### config.mk
export PLATFORM = sky130hd
export DESIGN_NAME = axil_to_axi_bridge_flat
export DESIGN_NICKNAME = d
export VERILOG_FILES = /design/src/rtl/axi_bridge_pkg.sv /design/src/rtl/axil_to_axi_bridge_if.sv /design/src/rtl/axil_to_axi_bridge.sv /design/src/flat_wrapper.sv
export SDC_FILE = /design/constraint.sdc
export NUM_CORES = 1
export LEC_CHECK = 0
export ABC_AREA = 1
export BUFFER_PORTS_ARGS = -buffer_cell sky130_fd_sc_hd__buf_2
export CORE_MARGIN = 2
export CORE_UTILIZATION = 25
export CTS_BUF_LIST = sky130_fd_sc_hd__clkbuf_4
export CTS_CLUSTER_DIAMETER = 80
export DETAILED_ROUTE_END_ITERATION = 7
export HOLD_SLACK_MARGIN = 0.06
export PLACE_DENSITY_LB_ADDON = 0.08
export SLEW_MARGIN = 30
export SYNTH_ARGS = -nofsm -noshare
export SYNTH_HDL_FRONTEND = slang
export SYNTH_SLANG_ARGS = --single-unit
### constraint.sdc
create_clock -name clk -period 1.6 [get_ports clk]
set_input_delay 0.16 -clock clk [delete_from_list [all_inputs] [get_ports clk]]
set_output_delay 0.16 -clock clk [all_outputs]
set_load 0.01 [all_outputs]
### src/rtl/axi_bridge_pkg.sv
// Shared constants and FSM state types for the AXI4-Lite to AXI4 bridge.
package axi_bridge_pkg;

   localparam logic [1:0] RESP_OKAY     = 2'b00;
   localparam logic [1:0] RESP_SLVERR   = 2'b10;
   localparam logic [1:0] RESP_DECERR   = 2'b11;
   localparam logic [1:0] BURST_INCR    = 2'b01;
   localparam logic [3:0] CACHE_DEFAULT = 4'b0011;

   typedef enum logic [1:0] {W_IDLE, W_REQ, W_RESP, W_BRESP} w_state_t;
   typedef enum logic [1:0] {R_IDLE, R_REQ, R_DATA, R_RESP} r_state_t;

endpackage

### src/rtl/axil_to_axi_bridge_if.sv
// AXI4-Lite and AXI4 bus bundles used by the bridge; master/slave modports
// give the initiator and target views of each bus.
interface axil_if #(
   parameter int ADDR_WIDTH = 20,
   parameter int DATA_WIDTH = 32,
   parameter int STRB_WIDTH = DATA_WIDTH / 8
);
   logic [ADDR_WIDTH-1:0] awaddr;
   logic [2:0]            awprot;
   logic                  awvalid;
   logic                  awready;
   logic [DATA_WIDTH-1:0] wdata;
   logic [STRB_WIDTH-1:0] wstrb;
   logic                  wvalid;
   logic                  wready;
   logic [1:0]            bresp;
   logic                  bvalid;
   logic                  bready;
   logic [ADDR_WIDTH-1:0] araddr;
   logic [2:0]            arprot;
   logic                  arvalid;
   logic                  arready;
   logic [DATA_WIDTH-1:0] rdata;
   logic [1:0]            rresp;
   logic                  rvalid;
   logic                  rready;

   modport master (
      output awaddr, awprot, awvalid, wdata, wstrb, wvalid, bready,
             araddr, arprot, arvalid, rready,
      input  awready, wready, bresp, bvalid, arready, rdata, rresp, rvalid
   );
   modport slave (
      input  awaddr, awprot, awvalid, wdata, wstrb, wvalid, bready,
             araddr, arprot, arvalid, rready,
      output awready, wready, bresp, bvalid, arready, rdata, rresp, rvalid
   );
endinterface

interface axi_if #(
   parameter int ID_WIDTH   = 8,
   parameter int ADDR_WIDTH = 20,
   parameter int DATA_WIDTH = 32,
   parameter int STRB_WIDTH = DATA_WIDTH / 8
);
   logic [ID_WIDTH-1:0]   awid;
   logic [ADDR_WIDTH-1:0] awaddr;
   logic [7:0]            awlen;
   logic [2:0]            awsize;
   logic [1:0]            awburst;
   logic                  awlock;
   logic [3:0]            awcache;
   logic [2:0]            awprot;
   logic                  awvalid;
   logic                  awready;
   logic [DATA_WIDTH-1:0] wdata;
   logic [STRB_WIDTH-1:0] wstrb;
   logic                  wlast;
   logic                  wvalid;
   logic                  wready;
   logic [ID_WIDTH-1:0]   bid;
   logic [1:0]            bresp;
   logic                  bvalid;
   logic                  bready;
   logic [ID_WIDTH-1:0]   arid;
   logic [ADDR_WIDTH-1:0] araddr;
   logic [7:0]            arlen;
   logic [2:0]            arsize;
   logic [1:0]            arburst;
   logic                  arlock;
   logic [3:0]            arcache;
   logic [2:0]            arprot;
   logic                  arvalid;
   logic                  arready;
   logic [ID_WIDTH-1:0]   rid;
   logic [DATA_WIDTH-1:0] rdata;
   logic [1:0]            rresp;
   logic                  rlast;
   logic                  rvalid;
   logic                  rready;

   modport master (
      output awid, awaddr, awlen, awsize, awburst, awlock, awcache, awprot, awvalid,
             wdata, wstrb, wlast, wvalid, bready,
             arid, araddr, arlen, arsize, arburst, arlock, arcache, arprot, arvalid, rready,
      input  awready, wready, bid, bresp, bvalid, arready, rid, rdata, rresp, rlast, rvalid
   );
   modport slave (
      input  awid, awaddr, awlen, awsize, awburst, awlock, awcache, awprot, awvalid,
             wdata, wstrb, wlast, wvalid, bready,
             arid, araddr, arlen, arsize, arburst, arlock, arcache, arprot, arvalid, rready,
      output awready, wready, bid, bresp, bvalid, arready, rid, rdata, rresp, rlast, rvalid
   );
endinterface

### src/rtl/axil_to_axi_bridge.sv
// AXI4-Lite slave to single-beat AXI4 master bridge, independent read/write FSMs.
// Optional AXIL_TO_AXI_BRIDGE_ALIGN_CHECK_EN answers misaligned accesses locally with SLVERR.
module axil_to_axi_bridge
   import axi_bridge_pkg::*;
#(
   parameter int DATA_WIDTH = 32,
   parameter int ADDR_WIDTH = 20,
   parameter int STRB_WIDTH = DATA_WIDTH / 8,
   parameter int ID_WIDTH   = 8,
   parameter int WRITE_ID   = 0,
   parameter int READ_ID    = 0
) (
   input logic   clk,
   input logic   rst,
   axil_if.slave s_axil,
   axi_if.master m_axi
);

   localparam int         ALIGN_LSB = $clog2(STRB_WIDTH);
   localparam logic [2:0] AXI_SIZE  = 3'(ALIGN_LSB);

   w_state_t              w_state_r, w_next_s;
   logic                  awready_s, bready_s, w_misalign_s;
   logic [ADDR_WIDTH-1:0] aw_addr_r;
   logic [2:0]            aw_prot_r;
   logic [DATA_WIDTH-1:0] wdata_r;
   logic [STRB_WIDTH-1:0] wstrb_r;
   logic                  awvalid_r, wvalid_r;
   logic [1:0]            bresp_r;

   r_state_t              r_state_r, r_next_s;
   logic                  arready_s, rready_s, r_misalign_s;
   logic [ADDR_WIDTH-1:0] ar_addr_r;
   logic [2:0]            ar_prot_r;
   logic                  arvalid_r;
   logic [DATA_WIDTH-1:0] rdata_r;
   logic [1:0]            rresp_r;
   logic                  unused_s;

`ifdef AXIL_TO_AXI_BRIDGE_ALIGN_CHECK_EN
   assign w_misalign_s = (s_axil.awaddr[ALIGN_LSB-1:0] != {ALIGN_LSB{1'b0}});
   assign r_misalign_s = (s_axil.araddr[ALIGN_LSB-1:0] != {ALIGN_LSB{1'b0}});
`else
   assign w_misalign_s = 1'b0;
   assign r_misalign_s = 1'b0;
`endif

   assign m_axi.awid    = ID_WIDTH'(WRITE_ID);
   assign m_axi.awaddr  = aw_addr_r;
   assign m_axi.awlen   = 8'd0;
   assign m_axi.awsize  = AXI_SIZE;
   assign m_axi.awburst = BURST_INCR;
   assign m_axi.awlock  = 1'b0;
   assign m_axi.awcache = CACHE_DEFAULT;
   assign m_axi.awprot  = aw_prot_r;
   assign m_axi.awvalid = awvalid_r;
   assign m_axi.wdata   = wdata_r;
   assign m_axi.wstrb   = wstrb_r;
   assign m_axi.wlast   = 1'b1;
   assign m_axi.wvalid  = wvalid_r;
   assign m_axi.bready  = bready_s;
   assign s_axil.awready = awready_s;
   assign s_axil.wready  = awready_s;
   assign s_axil.bvalid  = (w_state_r == W_BRESP);
   assign s_axil.bresp   = bresp_r;

   assign m_axi.arid    = ID_WIDTH'(READ_ID);
   assign m_axi.araddr  = ar_addr_r;
   assign m_axi.arlen   = 8'd0;
   assign m_axi.arsize  = AXI_SIZE;
   assign m_axi.arburst = BURST_INCR;
   assign m_axi.arlock  = 1'b0;
   assign m_axi.arcache = CACHE_DEFAULT;
   assign m_axi.arprot  = ar_prot_r;
   assign m_axi.arvalid = arvalid_r;
   assign m_axi.rready  = rready_s;
   assign s_axil.arready = arready_s;
   assign s_axil.rvalid  = (r_state_r == R_RESP);
   assign s_axil.rdata   = rdata_r;
   assign s_axil.rresp   = rresp_r;

   // Returned IDs and rlast carry no information for single-beat traffic.
   assign unused_s = ^{m_axi.bid, m_axi.rid, m_axi.rlast};

   // Write FSM next-state and handshake decode.
   always_comb begin
      w_next_s  = w_state_r;
      awready_s = 1'b0;
      bready_s  = 1'b0;
      case (w_state_r)
         W_IDLE: begin
            if (s_axil.awvalid && s_axil.wvalid && !rst) begin
               awready_s = 1'b1;
               if (w_misalign_s) begin
                  w_next_s = W_BRESP;
               end else begin
                  w_next_s = W_REQ;
               end
            end else begin
               w_next_s = W_IDLE;
            end
         end
         W_REQ: begin
            if ((!awvalid_r || m_axi.awready) && (!wvalid_r || m_axi.wready)) begin
               w_next_s = W_RESP;
            end else begin
               w_next_s = W_REQ;
            end
         end
         W_RESP: begin
            bready_s = 1'b1;
            if (m_axi.bvalid) begin
               w_next_s = W_BRESP;
            end else begin
               w_next_s = W_RESP;
            end
         end
         W_BRESP: begin
            if (s_axil.bready) begin
               w_next_s = W_IDLE;
            end else begin
               w_next_s = W_BRESP;
            end
         end
         default: w_next_s = W_IDLE;
      endcase
   end

   // Write state, request payload and response registers.
   always_ff @(posedge clk) begin
      if (rst) begin
         w_state_r <= W_IDLE;
         aw_addr_r <= {ADDR_WIDTH{1'b0}};
         aw_prot_r <= 3'b000;
         wdata_r   <= {DATA_WIDTH{1'b0}};
         wstrb_r   <= {STRB_WIDTH{1'b0}};
         awvalid_r <= 1'b0;
         wvalid_r  <= 1'b0;
         bresp_r   <= RESP_OKAY;
      end else begin
         w_state_r <= w_next_s;
         if (awready_s) begin
            aw_addr_r <= s_axil.awaddr;
            aw_prot_r <= s_axil.awprot;
            wdata_r   <= s_axil.wdata;
            wstrb_r   <= s_axil.wstrb;
            awvalid_r <= !w_misalign_s;
            wvalid_r  <= !w_misalign_s;
            bresp_r   <= w_misalign_s ? RESP_SLVERR : RESP_OKAY;
         end else begin
            if (m_axi.awready) begin
               awvalid_r <= 1'b0;
            end
            if (m_axi.wready) begin
               wvalid_r <= 1'b0;
            end
            if (bready_s && m_axi.bvalid) begin
               bresp_r <= m_axi.bresp;
            end
         end
      end
   end

   // Read FSM next-state and handshake decode.
   always_comb begin
      r_next_s  = r_state_r;
      arready_s = 1'b0;
      rready_s  = 1'b0;
      case (r_state_r)
         R_IDLE: begin
            arready_s = !rst;
            if (s_axil.arvalid && !rst) begin
               if (r_misalign_s) begin
                  r_next_s = R_RESP;
               end else begin
                  r_next_s = R_REQ;
               end
            end else begin
               r_next_s = R_IDLE;
            end
         end
         R_REQ: begin
            if (m_axi.arready) begin
               r_next_s = R_DATA;
            end else begin
               r_next_s = R_REQ;
            end
         end
         R_DATA: begin
            rready_s = 1'b1;
            if (m_axi.rvalid) begin
               r_next_s = R_RESP;
            end else begin
               r_next_s = R_DATA;
            end
         end
         R_RESP: begin
            if (s_axil.rready) begin
               r_next_s = R_IDLE;
            end else begin
               r_next_s = R_RESP;
            end
         end
         default: r_next_s = R_IDLE;
      endcase
   end

   // Read state, request payload and returned data registers.
   always_ff @(posedge clk) begin
      if (rst) begin
         r_state_r <= R_IDLE;
         ar_addr_r <= {ADDR_WIDTH{1'b0}};
         ar_prot_r <= 3'b000;
         arvalid_r <= 1'b0;
         rdata_r   <= {DATA_WIDTH{1'b0}};
         rresp_r   <= RESP_OKAY;
      end else begin
         r_state_r <= r_next_s;
         if (arready_s && s_axil.arvalid) begin
            ar_addr_r <= s_axil.araddr;
            ar_prot_r <= s_axil.arprot;
            arvalid_r <= !r_misalign_s;
            if (r_misalign_s) begin
               rdata_r <= {DATA_WIDTH{1'b0}};
               rresp_r <= RESP_SLVERR;
            end
         end else begin
            if (m_axi.arready) begin
               arvalid_r <= 1'b0;
            end
            if (rready_s && m_axi.rvalid) begin
               rdata_r <= m_axi.rdata;
               rresp_r <= m_axi.rresp;
            end
         end
      end
   end

endmodule

### src/flat_wrapper.sv
// flat-port wrapper written by rule: the top's interface ports become plain ports
module axil_to_axi_bridge_flat import axi_bridge_pkg::*;
#(
   parameter int DATA_WIDTH = 32,
   parameter int ADDR_WIDTH = 20,
   parameter int STRB_WIDTH = DATA_WIDTH / 8,
   parameter int ID_WIDTH   = 8,
   parameter int WRITE_ID   = 0,
   parameter int READ_ID    = 0
)
  (clk, rst, s_axil_awaddr, s_axil_awprot, s_axil_awvalid, s_axil_wdata, s_axil_wstrb, s_axil_wvalid, s_axil_bready, s_axil_araddr, s_axil_arprot, s_axil_arvalid, s_axil_rready, s_axil_awready, s_axil_wready, s_axil_bresp, s_axil_bvalid, s_axil_arready, s_axil_rdata, s_axil_rresp, s_axil_rvalid, m_axi_awid, m_axi_awaddr, m_axi_awlen, m_axi_awsize, m_axi_awburst, m_axi_awlock, m_axi_awcache, m_axi_awprot, m_axi_awvalid, m_axi_wdata, m_axi_wstrb, m_axi_wlast, m_axi_wvalid, m_axi_bready, m_axi_arid, m_axi_araddr, m_axi_arlen, m_axi_arsize, m_axi_arburst, m_axi_arlock, m_axi_arcache, m_axi_arprot, m_axi_arvalid, m_axi_rready, m_axi_awready, m_axi_wready, m_axi_bid, m_axi_bresp, m_axi_bvalid, m_axi_arready, m_axi_rid, m_axi_rdata, m_axi_rresp, m_axi_rlast, m_axi_rvalid);
  axil_if #(.ADDR_WIDTH(ADDR_WIDTH), .DATA_WIDTH(DATA_WIDTH), .STRB_WIDTH(STRB_WIDTH)) s_axil_i ();
  axi_if #(.ID_WIDTH(ID_WIDTH), .ADDR_WIDTH(ADDR_WIDTH), .DATA_WIDTH(DATA_WIDTH), .STRB_WIDTH(STRB_WIDTH)) m_axi_i ();
  input logic clk;
  input logic rst;
  input wire logic [$bits(s_axil_i.awaddr)-1:0] s_axil_awaddr;
  input wire logic [$bits(s_axil_i.awprot)-1:0] s_axil_awprot;
  input wire logic [$bits(s_axil_i.awvalid)-1:0] s_axil_awvalid;
  input wire logic [$bits(s_axil_i.wdata)-1:0] s_axil_wdata;
  input wire logic [$bits(s_axil_i.wstrb)-1:0] s_axil_wstrb;
  input wire logic [$bits(s_axil_i.wvalid)-1:0] s_axil_wvalid;
  input wire logic [$bits(s_axil_i.bready)-1:0] s_axil_bready;
  input wire logic [$bits(s_axil_i.araddr)-1:0] s_axil_araddr;
  input wire logic [$bits(s_axil_i.arprot)-1:0] s_axil_arprot;
  input wire logic [$bits(s_axil_i.arvalid)-1:0] s_axil_arvalid;
  input wire logic [$bits(s_axil_i.rready)-1:0] s_axil_rready;
  output wire logic [$bits(s_axil_i.awready)-1:0] s_axil_awready;
  output wire logic [$bits(s_axil_i.wready)-1:0] s_axil_wready;
  output wire logic [$bits(s_axil_i.bresp)-1:0] s_axil_bresp;
  output wire logic [$bits(s_axil_i.bvalid)-1:0] s_axil_bvalid;
  output wire logic [$bits(s_axil_i.arready)-1:0] s_axil_arready;
  output wire logic [$bits(s_axil_i.rdata)-1:0] s_axil_rdata;
  output wire logic [$bits(s_axil_i.rresp)-1:0] s_axil_rresp;
  output wire logic [$bits(s_axil_i.rvalid)-1:0] s_axil_rvalid;
  output wire logic [$bits(m_axi_i.awid)-1:0] m_axi_awid;
  output wire logic [$bits(m_axi_i.awaddr)-1:0] m_axi_awaddr;
  output wire logic [$bits(m_axi_i.awlen)-1:0] m_axi_awlen;
  output wire logic [$bits(m_axi_i.awsize)-1:0] m_axi_awsize;
  output wire logic [$bits(m_axi_i.awburst)-1:0] m_axi_awburst;
  output wire logic [$bits(m_axi_i.awlock)-1:0] m_axi_awlock;
  output wire logic [$bits(m_axi_i.awcache)-1:0] m_axi_awcache;
  output wire logic [$bits(m_axi_i.awprot)-1:0] m_axi_awprot;
  output wire logic [$bits(m_axi_i.awvalid)-1:0] m_axi_awvalid;
  output wire logic [$bits(m_axi_i.wdata)-1:0] m_axi_wdata;
  output wire logic [$bits(m_axi_i.wstrb)-1:0] m_axi_wstrb;
  output wire logic [$bits(m_axi_i.wlast)-1:0] m_axi_wlast;
  output wire logic [$bits(m_axi_i.wvalid)-1:0] m_axi_wvalid;
  output wire logic [$bits(m_axi_i.bready)-1:0] m_axi_bready;
  output wire logic [$bits(m_axi_i.arid)-1:0] m_axi_arid;
  output wire logic [$bits(m_axi_i.araddr)-1:0] m_axi_araddr;
  output wire logic [$bits(m_axi_i.arlen)-1:0] m_axi_arlen;
  output wire logic [$bits(m_axi_i.arsize)-1:0] m_axi_arsize;
  output wire logic [$bits(m_axi_i.arburst)-1:0] m_axi_arburst;
  output wire logic [$bits(m_axi_i.arlock)-1:0] m_axi_arlock;
  output wire logic [$bits(m_axi_i.arcache)-1:0] m_axi_arcache;
  output wire logic [$bits(m_axi_i.arprot)-1:0] m_axi_arprot;
  output wire logic [$bits(m_axi_i.arvalid)-1:0] m_axi_arvalid;
  output wire logic [$bits(m_axi_i.rready)-1:0] m_axi_rready;
  input wire logic [$bits(m_axi_i.awready)-1:0] m_axi_awready;
  input wire logic [$bits(m_axi_i.wready)-1:0] m_axi_wready;
  input wire logic [$bits(m_axi_i.bid)-1:0] m_axi_bid;
  input wire logic [$bits(m_axi_i.bresp)-1:0] m_axi_bresp;
  input wire logic [$bits(m_axi_i.bvalid)-1:0] m_axi_bvalid;
  input wire logic [$bits(m_axi_i.arready)-1:0] m_axi_arready;
  input wire logic [$bits(m_axi_i.rid)-1:0] m_axi_rid;
  input wire logic [$bits(m_axi_i.rdata)-1:0] m_axi_rdata;
  input wire logic [$bits(m_axi_i.rresp)-1:0] m_axi_rresp;
  input wire logic [$bits(m_axi_i.rlast)-1:0] m_axi_rlast;
  input wire logic [$bits(m_axi_i.rvalid)-1:0] m_axi_rvalid;
  assign s_axil_i.awaddr = s_axil_awaddr;
  assign s_axil_i.awprot = s_axil_awprot;
  assign s_axil_i.awvalid = s_axil_awvalid;
  assign s_axil_i.wdata = s_axil_wdata;
  assign s_axil_i.wstrb = s_axil_wstrb;
  assign s_axil_i.wvalid = s_axil_wvalid;
  assign s_axil_i.bready = s_axil_bready;
  assign s_axil_i.araddr = s_axil_araddr;
  assign s_axil_i.arprot = s_axil_arprot;
  assign s_axil_i.arvalid = s_axil_arvalid;
  assign s_axil_i.rready = s_axil_rready;
  assign s_axil_awready = s_axil_i.awready;
  assign s_axil_wready = s_axil_i.wready;
  assign s_axil_bresp = s_axil_i.bresp;
  assign s_axil_bvalid = s_axil_i.bvalid;
  assign s_axil_arready = s_axil_i.arready;
  assign s_axil_rdata = s_axil_i.rdata;
  assign s_axil_rresp = s_axil_i.rresp;
  assign s_axil_rvalid = s_axil_i.rvalid;
  assign m_axi_awid = m_axi_i.awid;
  assign m_axi_awaddr = m_axi_i.awaddr;
  assign m_axi_awlen = m_axi_i.awlen;
  assign m_axi_awsize = m_axi_i.awsize;
  assign m_axi_awburst = m_axi_i.awburst;
  assign m_axi_awlock = m_axi_i.awlock;
  assign m_axi_awcache = m_axi_i.awcache;
  assign m_axi_awprot = m_axi_i.awprot;
  assign m_axi_awvalid = m_axi_i.awvalid;
  assign m_axi_wdata = m_axi_i.wdata;
  assign m_axi_wstrb = m_axi_i.wstrb;
  assign m_axi_wlast = m_axi_i.wlast;
  assign m_axi_wvalid = m_axi_i.wvalid;
  assign m_axi_bready = m_axi_i.bready;
  assign m_axi_arid = m_axi_i.arid;
  assign m_axi_araddr = m_axi_i.araddr;
  assign m_axi_arlen = m_axi_i.arlen;
  assign m_axi_arsize = m_axi_i.arsize;
  assign m_axi_arburst = m_axi_i.arburst;
  assign m_axi_arlock = m_axi_i.arlock;
  assign m_axi_arcache = m_axi_i.arcache;
  assign m_axi_arprot = m_axi_i.arprot;
  assign m_axi_arvalid = m_axi_i.arvalid;
  assign m_axi_rready = m_axi_i.rready;
  assign m_axi_i.awready = m_axi_awready;
  assign m_axi_i.wready = m_axi_wready;
  assign m_axi_i.bid = m_axi_bid;
  assign m_axi_i.bresp = m_axi_bresp;
  assign m_axi_i.bvalid = m_axi_bvalid;
  assign m_axi_i.arready = m_axi_arready;
  assign m_axi_i.rid = m_axi_rid;
  assign m_axi_i.rdata = m_axi_rdata;
  assign m_axi_i.rresp = m_axi_rresp;
  assign m_axi_i.rlast = m_axi_rlast;
  assign m_axi_i.rvalid = m_axi_rvalid;
  axil_to_axi_bridge #(.DATA_WIDTH(DATA_WIDTH), .ADDR_WIDTH(ADDR_WIDTH), .STRB_WIDTH(STRB_WIDTH), .ID_WIDTH(ID_WIDTH), .WRITE_ID(WRITE_ID), .READ_ID(READ_ID)) u_core (.clk(clk), .rst(rst), .s_axil(s_axil_i), .m_axi(m_axi_i));
endmodule
==> results.md <==
* WP data arrival at 1.40 ns
* Uppermost layer routed: met4
* Placed cell area at 6280 um^2
* Synth Register Bits at 125
* First-pass GRT wire length at 25.40 mm
* Routed wire length per instance at 12.31 um
* Largest net degree at the start of global routing at 62
* PortBufs at 257
* Outcome: complete, no violations
* Die Ht at 144.9 um
* Via count at 5175
* Ys Warns at 0
* Peak Freq at 639.8 MHz
* GR Util All Layers at 0.1491
* Vias in the first global route at 4940
* Distinct cells, synth at 24
* DIE AREA at 21000 um^2
* CP cell instances: dlygate4sd3_1 -> buf_2 -> nor3_4 -> buf_6 -> buf_6
* Syn Inst Count at 625
* Met2 WL at 7.542 mm
* Hold_ws at 0.1128 ns
* Final Skew at 0.01647 ns
* Clk root buf: clkbuf_4
* Mapped Avg Cell Area at 7.942 um^2
* Drt drc at 0
* M1 wire length at 7.131 mm
* CTS tree: built
* Core area at 19460 um^2
* CP Class: input pin to primary output
* DR WL met3 at 978 um
* Via density at 3.978
* Die width at 144.9 um
* VDD IR-drop max at 0.5083 mV
* Fin. Hold Viols at 0
* Crit start category: input pin
* TritonCTS Sinks at 125
* Sequential area share after synthesis at 0.5042
* Std-Cell Rows at 51
* PD cells at 883.7 nW/um^2
* CP Capture Type: primary output
* LEAKAGE at 4.204 nW
* I/O pins at 328
* Most frequent cells in the layout: 255 x nand2_1, 254 x buf_2, 129 x dlygate4sd3_1
* Final Slew Violations at 0
* Final WL at 16.02 mm
* Dpl hpwl at 10.43 mm
* Leading cell type in the layout, fill and taps excluded: nand2_1
* Placer Congestion at 0.7312
* Clock Path Buffers at 2
* Minimum clock period at 1.563 ns
* Clk Latency, worst-skew pair at 0.53 ns
* CP max-delay cell: dlygate4sd3_1
* Sum Neg Setup Slack at 0 ns
* Worst EP required at 1.44 ns
* Top cell by count, worst path: buf_6
* Initial antenna violation count at 1
* Endpoints failing setup at 0
* Max_cap viols at 0
* Post-route ant nets at 0
* Unrepaired setup endpoints after global routing: true
* Number of DRC markers in iteration 0 at 134
* H-tree depth at 4
* Final instance area at 8071 um^2
* Layout cell share with drive strength beyond 1 at 0.3317
* Reg clk slew, reported paths at 0.11 ns
* CP max stage delay at 0.56 ns
* Fin crit share at 0.9768
* Area grow syn2layout at 62.62%
* Nets at 1168
* Worst-path fanout max at 5
* HP Class: input pin to register
* Post-Syn Area at 4964 um^2
* Clock buffer count from CTS at 17
* DRT Pass-1 Iters at 4
* Initial Util at 0.2550
* Total global routing overflow at 0
critical path: cells and delay by family:
family                 cells  cell delay, ns
AND/OR/NAND/NOR            1            0.25
buffers and inverters      4            0.99
final timing paths:
kind | from | to | slack (ns) | cells after the start
max | rst | s_axil_arready | 0.04 | 5
min | s_axil_wvalid | u_core.w_state_r[0] | 0.11 | 5
max reg2reg | u_core.w_state_r[1] | u_core.s_axil.bresp[0] | 0.05 | 7
min reg2reg | u_core.m_axi.awaddr[12] | u_core.m_axi.awaddr[12] | 0.45 | 2
Yosys cell counts, drive strengths merged:
master	count	area, um^2
nand2	258	983.4
nor2	7	43.79
dfxtp	125	2502
o31ai	1	7.510
inv	15	56.31
buf	83	619.4
a21oi	37	196.4
o21ai	3	15.01
clkbuf	6	26.28
nor3	1	16.27
nand4	1	6.260
conb	2	7.510
nand3b	1	7.510
nand3	85	475.5
area by class of cell:
cell class | instances | area, um^2
Inverter | 15 | 61.31
Clock inverter | 14 | 167.7
Multi-Input combinational cell | 447 | 1976
Antenna cell | 2 | 5.005
Sequential cell | 125 | 2515
Tap cell | 265 | 331.6
Timing Repair Buffer | 415 | 2880
Fill cell | 2024 | 11390
Clock buffer | 18 | 135.1
registers in the layout, indices dropped and copies added, names as in the netlist:
signal	count
u_core.m_axi.araddr	20
u_core.m_axi.arprot	3
u_core.m_axi.arvalid	1
u_core.m_axi.awaddr	20
u_core.m_axi.awprot	3
u_core.m_axi.awvalid	1
u_core.m_axi.wdata	32
u_core.m_axi.wstrb	4
u_core.m_axi.wvalid	1
u_core.r_state_r	2
u_core.s_axil.bresp	2
u_core.s_axil.rdata	32
u_core.s_axil.rresp	2
u_core.w_state_r	2
routing by layer:
layer | global-route usage | up-vias
li1 | - | 2674
met1 | 0.1843 | 2304
met2 | 0.2419 | 175
met3 | 0.04497 | 22
met4 | 0.06188 | 0
met5 | 0 | -
metrics by stage:
step | util | power [mW] | setup WS [ns] | cells
2_1_floorplan | - | 4.107 | 0.4045 | 676
3_3_place_gp | 0.3227 | 4.468 | 0.1655 | 1126
3_5_place_dp | 0.3227 | 4.463 | 0.1793 | 1126
4_1_cts | 0.4114 | 7.264 | -0.04041 | 1295
5_1_grt | 0.4147 | 7.560 | -0.06645 | 1301
6_report | 0.4147 | 7.133 | 0.03710 | 1301
cell families (layout without fill, tap and decap cells):
family,Yosys count,in the layout,share of synthesized area
and+or+nand+nor,353,353,0.3088
other,2,55,0.001513
AOI/OAI and AO/OA,41,41,0.04411
DFF,125,125,0.5042
buffers and inverters,104,462,0.1414
power breakdown:
| group | switching (mW) | total, mW | internal (mW) |
|---|---|---|---|
| Clock | 1.30 | 2.40 | 1.10 |
| Sequential | 0.102 | 3.40 | 3.30 |
| Combinational | 0.668 | 1.33 | 0.661 |
what timing repair did:
action	in CTS	in global routing
hold buffers	129	0
pin swaps	3	4
cloned	1	0
gates resized for setup	15	8
buffers inserted	7	4
endpoints found under the setup margin	5	7
endpoints found under the hold margin	125	0
(Power assumes the default switching activity.)
